[src/rtl/zip_stream_narrow.sv]
// Wide-to-narrow valid/ready width converter: one IW-bit word per handshake
// is emitted as up to IW/OW consecutive OW-bit beats.
module zip_stream_narrow #(
    parameter int IW            = 32,
    parameter int OW            = 8,
    parameter bit OPT_LSB_FIRST = 1'b1,
    parameter bit OPT_LOWPOWER  = 1'b0,
    localparam int R            = IW / OW,
    localparam int CW           = $clog2(R + 1)
) (
    input  logic          i_clk,
    input  logic          i_reset,
    input  logic          i_valid,
    output logic          o_ready,
    input  logic [IW-1:0] i_data,
    input  logic [CW-1:0] i_count,
    input  logic          i_last,
    output logic          o_valid,
    input  logic          i_ready,
    output logic [OW-1:0] o_data,
    output logic          o_last
);

    localparam logic [CW-1:0] R_CNT = CW'(R);
    localparam logic [CW-1:0] ONE   = CW'(1);
    localparam logic [CW-1:0] TWO   = CW'(2);

    logic [IW-1:0] sreg;
    logic [CW-1:0] rem;
    logic          r_last;

    logic          accept, take;
    logic [CW-1:0] cnt;
    logic [OW-1:0] in_beat, sreg_beat;
    logic [IW-1:0] in_rest, sreg_rest;

    assign o_ready = !i_reset && (!o_valid || (i_ready && rem == ONE));
    assign accept  = i_valid && o_ready;
    assign take    = o_valid && i_ready;
    assign cnt     = (i_count > R_CNT) ? R_CNT : i_count;

    // The shift register always presents its next beat at the same end,
    // so advancing is a fixed-position read plus a shift.
    assign in_beat   = OPT_LSB_FIRST ? i_data[OW-1:0]  : i_data[IW-1 -: OW];
    assign in_rest   = OPT_LSB_FIRST ? (i_data >> OW)  : (i_data << OW);
    assign sreg_beat = OPT_LSB_FIRST ? sreg[OW-1:0]    : sreg[IW-1 -: OW];
    assign sreg_rest = OPT_LSB_FIRST ? (sreg >> OW)    : (sreg << OW);

    always_ff @(posedge i_clk) begin
        if (i_reset) begin
            sreg    <= '0;
            rem     <= '0;
            r_last  <= 1'b0;
            o_valid <= 1'b0;
            o_data  <= '0;
            o_last  <= 1'b0;
        end else if (accept) begin
            rem    <= cnt;
            r_last <= i_last;
            if (cnt == '0) begin
                // Zero-beat word: swallowed, nothing emitted.
                o_valid <= 1'b0;
                o_last  <= 1'b0;
                if (OPT_LOWPOWER) begin
                    o_data <= '0;
                    sreg   <= '0;
                end
            end else begin
                o_valid <= 1'b1;
                o_data  <= in_beat;
                sreg    <= in_rest;
                o_last  <= i_last && (cnt == ONE);
            end
        end else if (take && rem > ONE) begin
            o_data <= sreg_beat;
            sreg   <= sreg_rest;
            rem    <= rem - ONE;
            o_last <= r_last && (rem == TWO);
        end else if (take) begin
            o_valid <= 1'b0;
            o_last  <= 1'b0;
            rem     <= '0;
            if (OPT_LOWPOWER) begin
                o_data <= '0;
                sreg   <= '0;
            end
        end
    end

endmodule

[config.mk]
export PLATFORM = sky130hd
export DESIGN_NAME = zip_stream_narrow
export DESIGN_NICKNAME = d
export VERILOG_FILES = /design/src/rtl/zip_stream_narrow.sv
export SDC_FILE = /design/constraint.sdc
export NUM_CORES = 1
export LEC_CHECK = 0
export ABC_AREA = 0
export BUFFER_PORTS_ARGS = -buffer_cell sky130_fd_sc_hd__buf_2
export CAP_MARGIN = 20
export CORE_ASPECT_RATIO = 2
export CORE_MARGIN = 2
export CORE_UTILIZATION = 49
export CTS_BUF_LIST = sky130_fd_sc_hd__clkbuf_8
export DETAILED_ROUTE_END_ITERATION = 12
export PLACE_DENSITY = 0.81
export SLEW_MARGIN = 20
export SYNTH_ARGS = -nofsm -noshare
export SYNTH_HDL_FRONTEND = slang
export SYNTH_SLANG_ARGS = --single-unit
[constraint.sdc]
create_clock -name i_clk -period 1.6 [get_ports i_clk]
set_input_delay 0 -clock i_clk [delete_from_list [all_inputs] [get_ports i_clk]]
set_output_delay 0 -clock i_clk [all_outputs]
set_load 0.01 [all_outputs]
==> results of run 1 <==
==> worst paths after layout <==
kind,from,end,slack [ns]
min,i_count[2],rem[2]$_SDFFE_PP0P_,0.05
max,o_valid$_SDFFE_PP0P_,sreg[3]$_SDFFE_PP0P_,-0.06
min reg2reg,sreg[19]$_SDFFE_PP0P_,sreg[19]$_SDFFE_PP0P_,0.48
max reg2reg,o_valid$_SDFFE_PP0P_,sreg[3]$_SDFFE_PP0P_,-0.06
==> metrics by stage <==
step,TNS (ns),power [uW],utilization,cells
6_report,-0.979,2340,0.755,313
3_5_place_dp,-1.17,1530,0.609,281
5_1_grt,-3.86,2440,0.755,313
2_1_floorplan,-1.24,1380,-,180
4_1_cts,-0.107,2230,0.671,302
3_3_place_gp,-0.449,1520,0.609,281
==> worst min-delay path: cells and delay by family <==
| kind | cells | cell delay [ns] |
|---|---|---|
| buffers and inverters | 1 | 0.12 |
| AOI/OAI and AO/OA | 1 | 0.11 |
| and+or+nand+nor | 1 | 0.09 |
==> logic make-up after synthesis <==
| kind of cell | after synthesis |
|---|---|
| simple gates | 41 |
| compound gates | 49 |
| buf+inv | 23 |
| flops | 38 |
| mux | 26 |
| fa+ha+maj | 3 |
==> metal layers <==
metal | up-vias | global-route usage | part of all wire
met5 | - | 0 | 0
met2 | 69 | 0.419 | 0.56
met1 | 888 | 0.232 | 0.37
met4 | 0 | 0.0905 | 0.031
met3 | 15 | 0.0431 | 0.042
li1 | 844 | - | -
==> power by group <==
group	internal [uW]	switching, uW	total (uW)
combinational	295	284	579
clock	341	347	688
sequential	1020	53.9	1070
==> repair_timing <==
item                                   CTS  global route
hold buffers                            11             0
pin swaps                                5             6
cloned                                   1             6
setup endpoints to repair               25            34
setup buffers                            1             5
resized for setup                        5            34
endpoints found under the hold margin   12             0
==> layout make-up <==
type | count | area [um^2] | share of cell area
clock inverter | 2 | 8.76 | 0.00302
tap | 51 | 63.8 | 0.0220
clock buffer | 6 | 82.6 | 0.0285
sequential | 38 | 763 | 0.263
multi-input combinational | 122 | 1270 | 0.437
inverter | 7 | 26.3 | 0.00906
timing repair buffer | 87 | 689 | 0.238
==> synthesized netlist by cell type (2+ instances only) <==
cell and n:
nor3_1 2, o21ai_0 2, dfxtp_1 38, nand3b_1 2, buf_2 5, clkbuf_1 3
a21oi_1 5, a22o_1 8, a221oi_1 4, ha_1 3, nor2_1 28, a221oi_2 20
mux2i_1 26, inv_1 6, buf_6 6
==> state kept, by name, summed over array words and instances, names as in the netlist <==
name,count
r_last,1
o_valid,1
rem,3
sreg,24
o_data,8
o_last,1
==> results.json, run 1 <==
{
  "clk_pin_slew_ns": 0.08,
  "drt_wl_total_um": 5560,
  "layout_commonest_cell": "buf_2",
  "rows": 32,
  "fin_hold_ws_ns": 0.0533,
  "status": "finished with violations",
  "grt_max_degree": 27,
  "maxCapViolCount": 0,
  "h-tree-depth": 2,
  "num_io_pins": 51,
  "synth_edf_count": 0,
  "worstPathRequired_ns": 1.80,
  "initial_core_util": 0.508,
  "grt_pass1_vias": 1719,
  "pwr_density_cell_nw_per_um2": 807,
  "yosys.area.top_type_share": 0.389,
  "die_h_um": 93.3,
  "fmax_mhz": 602,
  "grt_antenna_before_repair": 0,
  "n_antenna_cell": 0,
  "synthDistinctLibCells": 37,
  "fin_ws_ns": -0.0624,
  "rsz0062_at_grt": "true",
  "syn_nets": 223,
  "fin_area_um2": 2900,
  "finalCritPeriodShare": 1.04,
  "via_per_inst": 5.80,
  "vias": 1816,
  "coreArea_um2": 3840,
  "synth_compound_area_frac": 0.276,
  "async_flop_share": 0,
  "area.growth.synth_to_final_pct": 48.5,
  "slew_headroom": 0.685,
  "dr.pass1.iters": 6,
  "crit_path_end_kind": "flop",
  "tritoncts": "built",
  "finalHoldViolCount": 0,
  "io_buffers": 50,
  "fin_crit_ns": 1.66,
  "mappedNetlistArea_um2": 1950,
  "synth_seq_cells": 38,
  "drc": 0,
  "preCtsSetupSlack_ns": -0.0940,
  "vdd_ir_drop_max_v": 0.000756,
  "synth_adder_area_share": 0.0192,
  "power.leakage_uw": 0.00112,
  "cpPeakStageDelay_ns": 0.49,
  "avgSynthCellArea_um2": 10.9,
  "die_area_um2": 4540,
  "critPathLaunchType": "flop",
  "die_w_um": 48.6,
  "ys_seq_area_frac": 0.389,
  "cp_num_cells": 6,
  "path_buf_inv": 2,
  "ys_dominant_reg_cell": "dfxtp_1",
  "nNetsFinal": 304,
  "crit_family": "flip-flops",
  "yosysTopAreaCell": "dfxtp_1",
  "skew_ns": 0.00680,
  "crit_chain": "nand2_1, a21oi_4, buf_6, buf_12, nor2_1, a221oi_2",
  "slowest_stage": "dfxtp_1",
  "drv_slew": 0,
  "fillCellCount": 264,
  "drive_above_1_share": 0.531,
  "ant_nets": 0,
  "place_area_um2": 2340,
  "hold_path_depth": 3,
  "hp-class": "input port to flop",
  "synthSimpleGateAreaFrac": 0.104,
  "synth_area_leaders": "dfxtp_1, a221oi_2, mux2i_1",
  "final_cell_mix": "buf_2, dfxtp_1, a221oi_2",
  "synth_top_family_by_area": "compound AO/OA/AOI/OAI gates",
  "reg2regPathDepth": 6,
  "synthCells": 180,
  "post-dp-hpwl_um": 3260,
  "tightest_slew_ns": 0.468,
  "grt_overflow": 0,
  "grt_usage": 0.221,
  "cts_sinks": 38,
  "root_buffer": "clkbuf_8",
  "yosys_warnings": 0,
  "insertion_delay_ns": 0.30,
  "grt_pass1_wl_um": 7800,
  "synth_mux_area_frac": 0.133,
  "setup_viol": 28,
  "criticalPathCategory": "flop to flop",
  "wire_per_inst_um": 17.8,
  "synth-xor-area-share": 0,
  "violations": "negative setup slack",
  "gp_congestion": 0.973,
  "cts_buffers": 5,
  "worstPathArrival_ns": 1.87,
  "first_iter_violations": 47,
  "clk_path_buf_depth": 2,
  "critPathMaxFanout": 6
}
No activity file was read; power rests on OpenSTA's default activity.
==> run 2: changes to the inputs <==
--- a/config.mk
+++ b/config.mk
@@ -5,12 +5,12 @@
 export SDC_FILE = /design/constraint.sdc
 export NUM_CORES = 1
 export LEC_CHECK = 0
-export ABC_AREA = 0
+export ABC_AREA = 1
 export BUFFER_PORTS_ARGS = -buffer_cell sky130_fd_sc_hd__buf_2
 export CAP_MARGIN = 20
 export CORE_ASPECT_RATIO = 2
 export CORE_MARGIN = 2
-export CORE_UTILIZATION = 49
+export CORE_UTILIZATION = 50
 export CTS_BUF_LIST = sky130_fd_sc_hd__clkbuf_8
 export DETAILED_ROUTE_END_ITERATION = 12
 export PLACE_DENSITY = 0.81
==> run 2 against run 1 <==
Effect of this change: the run now ends clean; setup slack gained 0.14 ns; synthesized area is 15% higher; power decreased by 1.8%; sequential cell count unchanged; global-route usage rose by 1.0 points; routed wire length grew 3.4%; count of clock-buffer cells in the layout shrank 1; critical path type unchanged.
==> results.json, run 2 <==
{
  "status": "finished clean",
  "p_int_uw": 1570,
  "r2r-end": "sreg[1]$_SDFFE_PP0P_",
  "tritoncts": "built",
  "setup_viol": 0,
  "largest_registers": "sreg: 24 flops, o_data: 8 flops, rem: 3 flops",
  "die_area_um2": 5070,
  "drt_wl_total_um": 5750,
  "netSwitchingPower_uw": 729,
  "synthDistinctLibCells": 26,
  "combinationalPowerShare": 0.259,
  "fin_area_um2": 2820,
  "synth_adder_area_share": 0.0167,
  "cpPeakStageDelay_ns": 0.34,
  "grt_pass1_vias": 2239,
  "slowest_stage": "dfxtp_2",
  "drc": 0,
  "fillCellCount": 399,
  "largest_reg_flops": 24,
  "synth-xor-area-share": 0,
  "synthCells": 340,
  "nNetsFinal": 446,
  "hp-class": "input port to flop",
  "vdd_ir_drop_max_v": 0.000885,
  "gp_congestion": 0.920,
  "synth_seq_cells": 38,
  "cts_buffers": 5,
  "power.leakage_uw": 0.00143,
  "num_io_pins": 51,
  "grt_max_degree": 38,
  "yosys_warnings": 0,
  "yosys.area.top_type_share": 0.339,
  "synth_compound_area_frac": 0.0441,
  "cts_sinks": 38,
  "criticalPathCategory": "flop to flop",
  "min_from": "i_reset",
  "vias": 2415,
  "synth_edf_count": 0,
  "die_h_um": 98.7,
  "critPathMaxFanout": 5,
  "syn_nets": 383,
  "synthSimpleGateAreaFrac": 0.479,
  "rows": 34,
  "r2r_start": "rem[1]$_SDFFE_PP0P_",
  "mappedNetlistArea_um2": 2240,
  "clk_pin_slew_ns": 0.08,
  "reg2regPathDepth": 10,
  "wire_per_inst_um": 12.6,
  "tightest_slew_ns": 0.363,
  "synth_most_common_cell": "nand2_1",
  "post-dp-hpwl_um": 3820,
  "fin_crit_ns": 1.53,
  "final_cell_mix": "nand2_1, nor2_1, buf_2",
  "insertion_delay_ns": 0.29,
  "fmax_mhz": 655,
  "crit_start": "rem[1]$_SDFFE_PP0P_",
  "finalHoldViolCount": 0,
  "grt_antenna_before_repair": 0,
  "grt_pass1_wl_um": 9320,
  "maxCapViolCount": 0,
  "async_flop_share": 0,
  "skew_ns": 0.0105,
  "area.growth.synth_to_final_pct": 25.8,
  "synth_common_cells": "nand2_1, nor2_1, dfxtp_1, nand3_1, nand4_1",
  "io_buffers": 50,
  "p_sw_frac": 0.317,
  "layout_commonest_cell": "nand2_1",
  "n_antenna_cell": 0,
  "fin_hold_ws_ns": 0.0357,
  "worstSetupEndpoint": "sreg[1]$_SDFFE_PP0P_",
  "synth_top_family_by_area": "simple AND/OR/NAND/NOR gates",
  "slew_headroom": 0.758,
  "p_seq_frac": 0.464,
  "ys_dominant_reg_cell": "dfxtp_1",
  "h-tree-depth": 2,
  "pwr_density_cell_nw_per_um2": 815,
  "initial_core_util": 0.517,
  "drv_slew": 0,
  "crit_chain": "inv_2, ha_4, nand3_4, nand2_4, nand3_4, clkbuf_16, nand2_1, nand2_1, nor2_1, nor2_1",
  "worstPathArrival_ns": 1.71,
  "ys_seq_area_frac": 0.339,
  "dr.pass1.iters": 4,
  "place_area_um2": 2540,
  "worstPathRequired_ns": 1.79,
  "grt_overflow": 0,
  "root_buffer": "clkbuf_8",
  "yosysTopAreaCell": "dfxtp_1",
  "coreArea_um2": 4340,
  "clk_path_buf_depth": 2,
  "finalCritPeriodShare": 0.954,
  "synth_area_leaders": "dfxtp_1, nand2_1, nand4_1",
  "worst-r2r-setup-slack_ns": 0.07,
  "grt_usage": 0.232,
  "die_w_um": 51.4,
  "critPathLaunchType": "flop",
  "via_per_inst": 5.28,
  "first_iter_violations": 64,
  "avgSynthCellArea_um2": 6.59,
  "crit_path_end_kind": "flop",
  "p_clk_frac": 0.276,
  "ant_nets": 0,
  "top_register": "sreg",
  "synth_mux_area_frac": 0,
  "drive_above_1_share": 0.263
}
## run 2: cell types whose count changed after synthesis, sizes merged, moves of 26 or more
cell / change
mux2i: -26
nand3: +39
inv: +27
nand2: +86
nor2: +33
nand4: +36
## run 2: metrics by stage
stage               std cells  setup TNS [ns]  total power (uW)   util  setup WS (ns)
finish                    457               0              2300  0.650         0.0742
global route              457         -0.0283              2420  0.650        -0.0283
CTS                       452         -0.0141              2260  0.626        -0.0123
detailed placement        436               0              1620  0.587         0.0205
global placement          436               0              1610  0.587         0.0530
floorplan                 340               0              1460      -          0.104
## run 2: how the worst min path moves through the flow
stage          slack, ns  cells past startpoint               endpoint
2_1_floorplan       0.06                      1                o_ready
3_3_place_gp        0.28                      3  sreg[22]$_SDFFE_PP0P_
3_5_place_dp        0.29                      3  sreg[22]$_SDFFE_PP0P_
4_1_cts             0.03                      2    rem[2]$_SDFFE_PP0P_
5_1_grt             0.07                      2    rem[2]$_SDFFE_PP0P_
6_report            0.04                      2    rem[2]$_SDFFE_PP0P_
## run 2: worst max-delay path: cells and delay by family, from the launching register on
| kind | cells | cell delay [ns] |
|---|---|---|
| simple gates | 7 | 0.66 |
| fa+ha+maj | 1 | 0.14 |
| buf+inv | 2 | 0.28 |
| flops | 1 | 0.34 |
## run 2: cell families after synthesis
| group | Yosys count |
|---|---|
| compound gates | 16 |
| fa+ha+maj | 3 |
| buf+inv | 57 |
| simple gates | 226 |
| flops | 38 |
## run 2: layer usage
layer / vias to the layer above / GRT usage / part of all wire / wire, um
met3: 9 / 0.0348 / 0.041 / 234
met1: 1105 / 0.242 / 0.38 / 2170
met2: 76 / 0.440 / 0.57 / 3250
met5: - / 0 / 0 / 0
met4: 0 / 0.0951 / 0.017 / 95
li1: 1225 / - / - / -
## run 2: final cells by class
type | instances | area [um^2] | area share
inverter | 34 | 133 | 0.0470
clock buffer | 5 | 68.8 | 0.0244
multi-input combinational | 245 | 1240 | 0.438
sequential | 38 | 763 | 0.271
tap | 54 | 67.6 | 0.0240
timing repair buffer | 79 | 542 | 0.192
clock inverter | 2 | 10.0 | 0.00355
## run 2: power groups by stage
stage | clock, uW | sequential, uW | combinational, uW
after floorplan | 0 | 1090 | 377
after global placement | 0 | 1080 | 529
after detailed placement | 0 | 1080 | 539
after CTS | 638 | 1060 | 560
after global routing | 679 | 1070 | 668
final | 635 | 1070 | 596
## run 2: timing repair
item,CTS,global route
cloned,0,2
setup buffers,0,3
resized for setup,1,9
pin swaps,0,2
hold buffers,9,0
endpoints found under the hold margin,9,0
setup endpoints to repair,2,38
==> run 3: changes to the inputs <==
--- a/config.mk
+++ b/config.mk
@@ -5,15 +5,14 @@
 export SDC_FILE = /design/constraint.sdc
 export NUM_CORES = 1
 export LEC_CHECK = 0
-export ABC_AREA = 1
 export BUFFER_PORTS_ARGS = -buffer_cell sky130_fd_sc_hd__buf_2
 export CAP_MARGIN = 20
 export CORE_ASPECT_RATIO = 2
 export CORE_MARGIN = 2
-export CORE_UTILIZATION = 50
+export CORE_UTILIZATION = 49
 export CTS_BUF_LIST = sky130_fd_sc_hd__clkbuf_8
 export DETAILED_ROUTE_END_ITERATION = 12
-export PLACE_DENSITY = 0.81
+export PLACE_DENSITY_LB_ADDON = 0.3
 export SLEW_MARGIN = 20
 export SYNTH_ARGS = -nofsm -noshare
 export SYNTH_HDL_FRONTEND = slang
==> run 3 against run 2 <==
Effect of this change: the run now ends with negative setup slack left; combinational power fell by 6.7%; routed wire length fell by 4.3%; via count fell by 26%; clock skew fell by 0.0034 ns; non-clock buffer count rose by 8; cell count fell by 32%; critical path depth fell by 2; power rose by 5.7%; maximum frequency fell by 7.2%; clock power rose by 27%; sequential share of layout area rose by 0.23 points; critical path type unchanged.
==> results.json, run 3 (same netlist as run 1, synthesis figures left out) <==
{
  "gp_congestion": 0.981,
  "n_antenna_cell": 0,
  "skew_ns": 0.00705,
  "crit_chain": "inv_2, ha_4, nand3b_1, a21oi_4, buf_4, buf_12, mux2i_2, a221oi_2",
  "die_area_um2": 4540,
  "wire_per_inst_um": 17.6,
  "tritoncts": "built",
  "largest_registers": "sreg: 24 flops, o_data: 8 flops, rem: 3 flops",
  "tns_ns": -0.123,
  "drc": 0,
  "cts_buffers": 5,
  "setup_viol": 7,
  "first_iter_violations": 57,
  "r2r-end": "sreg[6]$_SDFFE_PP0P_",
  "rsz0062_at_grt": "true",
  "slew_headroom": 0.673,
  "maxCapViolCount": 0,
  "via_per_inst": 5.74,
  "critPathLaunchType": "flop",
  "nNetsFinal": 304,
  "vias": 1797,
  "cts_sinks": 38,
  "drive_above_1_share": 0.515,
  "post-dp-hpwl_um": 3380,
  "crit_path_end_kind": "flop",
  "finalCritPeriodShare": 1.03,
  "power.leakage_uw": 0.00110,
  "p_int_uw": 1750,
  "die_w_um": 48.6,
  "grt_overflow": 0,
  "cpPeakStageDelay_ns": 0.32,
  "p_clk_frac": 0.331,
  "dp.cells": 283,
  "num_io_pins": 51,
  "hold_path_depth": 3,
  "fin_crit_ns": 1.64,
  "grt_antenna_before_repair": 0,
  "p_seq_frac": 0.440,
  "worst-r2r-setup-slack_ns": -0.04,
  "drt_wl_total_um": 5500,
  "finalHoldViolCount": 0,
  "tightest_slew_ns": 0.485,
  "r2r_start": "rem[1]$_SDFFE_PP0P_",
  "grt_max_degree": 27,
  "pwr_density_cell_nw_per_um2": 867,
  "clk_path_buf_depth": 2,
  "crit_start": "rem[1]$_SDFFE_PP0P_",
  "place_area_um2": 2330,
  "p_sw_frac": 0.278,
  "io_buffers": 50,
  "die_h_um": 93.3,
  "grt_pass1_wl_um": 7650,
  "worstPathRequired_ns": 1.77,
  "cp_num_cells": 8,
  "insertion_delay_ns": 0.30,
  "final_cells": 313,
  "area.growth.synth_to_final_pct": 43.4,
  "dr.pass1.iters": 4,
  "coreArea_um2": 3840,
  "drv_slew": 0,
  "rows": 32,
  "clk_pin_slew_ns": 0.07,
  "power_uw": 2430,
  "hp-class": "input port to flop",
  "path_buf_inv": 3,
  "h-tree-depth": 2,
  "worstSetupEndpoint": "sreg[6]$_SDFFE_PP0P_",
  "crit_family": "buffers and inverters",
  "fin_ws_ns": -0.0449,
  "initial_core_util": 0.508,
  "reg2regPathDepth": 8,
  "top_register": "sreg",
  "grt_usage": 0.224,
  "status": "finished with violations",
  "largest_reg_flops": 24,
  "final_cell_mix": "buf_2, dfxtp_1, nor2_1",
  "layout_commonest_cell": "buf_2",
  "netSwitchingPower_uw": 675,
  "violations": "negative setup slack",
  "grt_pass1_vias": 1608,
  "slowest_stage": "dfxtp_2",
  "worstPathArrival_ns": 1.81,
  "ant_nets": 0,
  "fmax_mhz": 608,
  "vdd_ir_drop_max_v": 0.000857,
  "combinationalPowerShare": 0.229,
  "root_buffer": "clkbuf_8",
  "fin_area_um2": 2800,
  "critPathMaxFanout": 7,
  "criticalPathCategory": "flop to flop"
}
run 3: power groups by stage:
stage,Combinational [uW],Clock [uW],Sequential [uW]
3_3_place_gp,438,0,1080
2_1_floorplan,301,0,1080
4_1_cts,482,804,1060
6_report,556,804,1070
3_5_place_dp,446,0,1090
5_1_grt,597,848,1080
run 3: area by class of cell:
type	count	area, um^2
multi-input cells	122	1200
fillers	291	1040
flip-flops and latches	38	764
repair buffers	87	642
clock buffers	5	68.8
well taps	51	63.8
clock inverters	3	37.5
inverters	7	26.3
run 3: worst min path at each step:
stage / start / to / slack, ns
after floorplan: i_data[24] / sreg[16]$_SDFFE_PP0P_ / 0.13
after global placement: i_data[28] / sreg[20]$_SDFFE_PP0P_ / 0.22
after detailed placement: i_data[31] / sreg[23]$_SDFFE_PP0P_ / 0.22
after CTS: i_count[2] / rem[2]$_SDFFE_PP0P_ / 0.05
after global routing: i_count[2] / rem[2]$_SDFFE_PP0P_ / 0.08
final: i_count[2] / rem[2]$_SDFFE_PP0P_ / 0.05
run 3: per-layer routing:
layer  track usage  part of all wire  vias up
met5             0                 0        -
met4        0.0952             0.049        0
met3        0.0399             0.039       20
met2         0.421              0.55       68
met1         0.237              0.36      858
li1              -                 -      851
run 3: per-stage QoR:
stage | hold slack [ns] | util | setup slack (ns)
floorplan | 0.133 | - | -0.0623
global placement | 0.218 | 0.607 | -0.0612
detailed placement | 0.223 | 0.607 | -0.0759
CTS | 0.0474 | 0.674 | -0.0415
global route | 0.0778 | 0.729 | -0.0878
finish | 0.0473 | 0.729 | -0.0449
run 3: what timing repair did:
item / 4_1_cts / 5_1_grt
resized for setup: 8 / 22
setup buffers: 0 / 7
hold endpoints to repair: 11 / 0
gates cloned: 1 / 4
setup endpoints to repair: 25 / 35
hold buffers: 11 / 0
pin swaps: 1 / 8
run 3: worst min-delay path, cell delays in order:
cell	delay (ns)
buf_2	0.12
a222oi_1	0.10
nor2_1	0.08
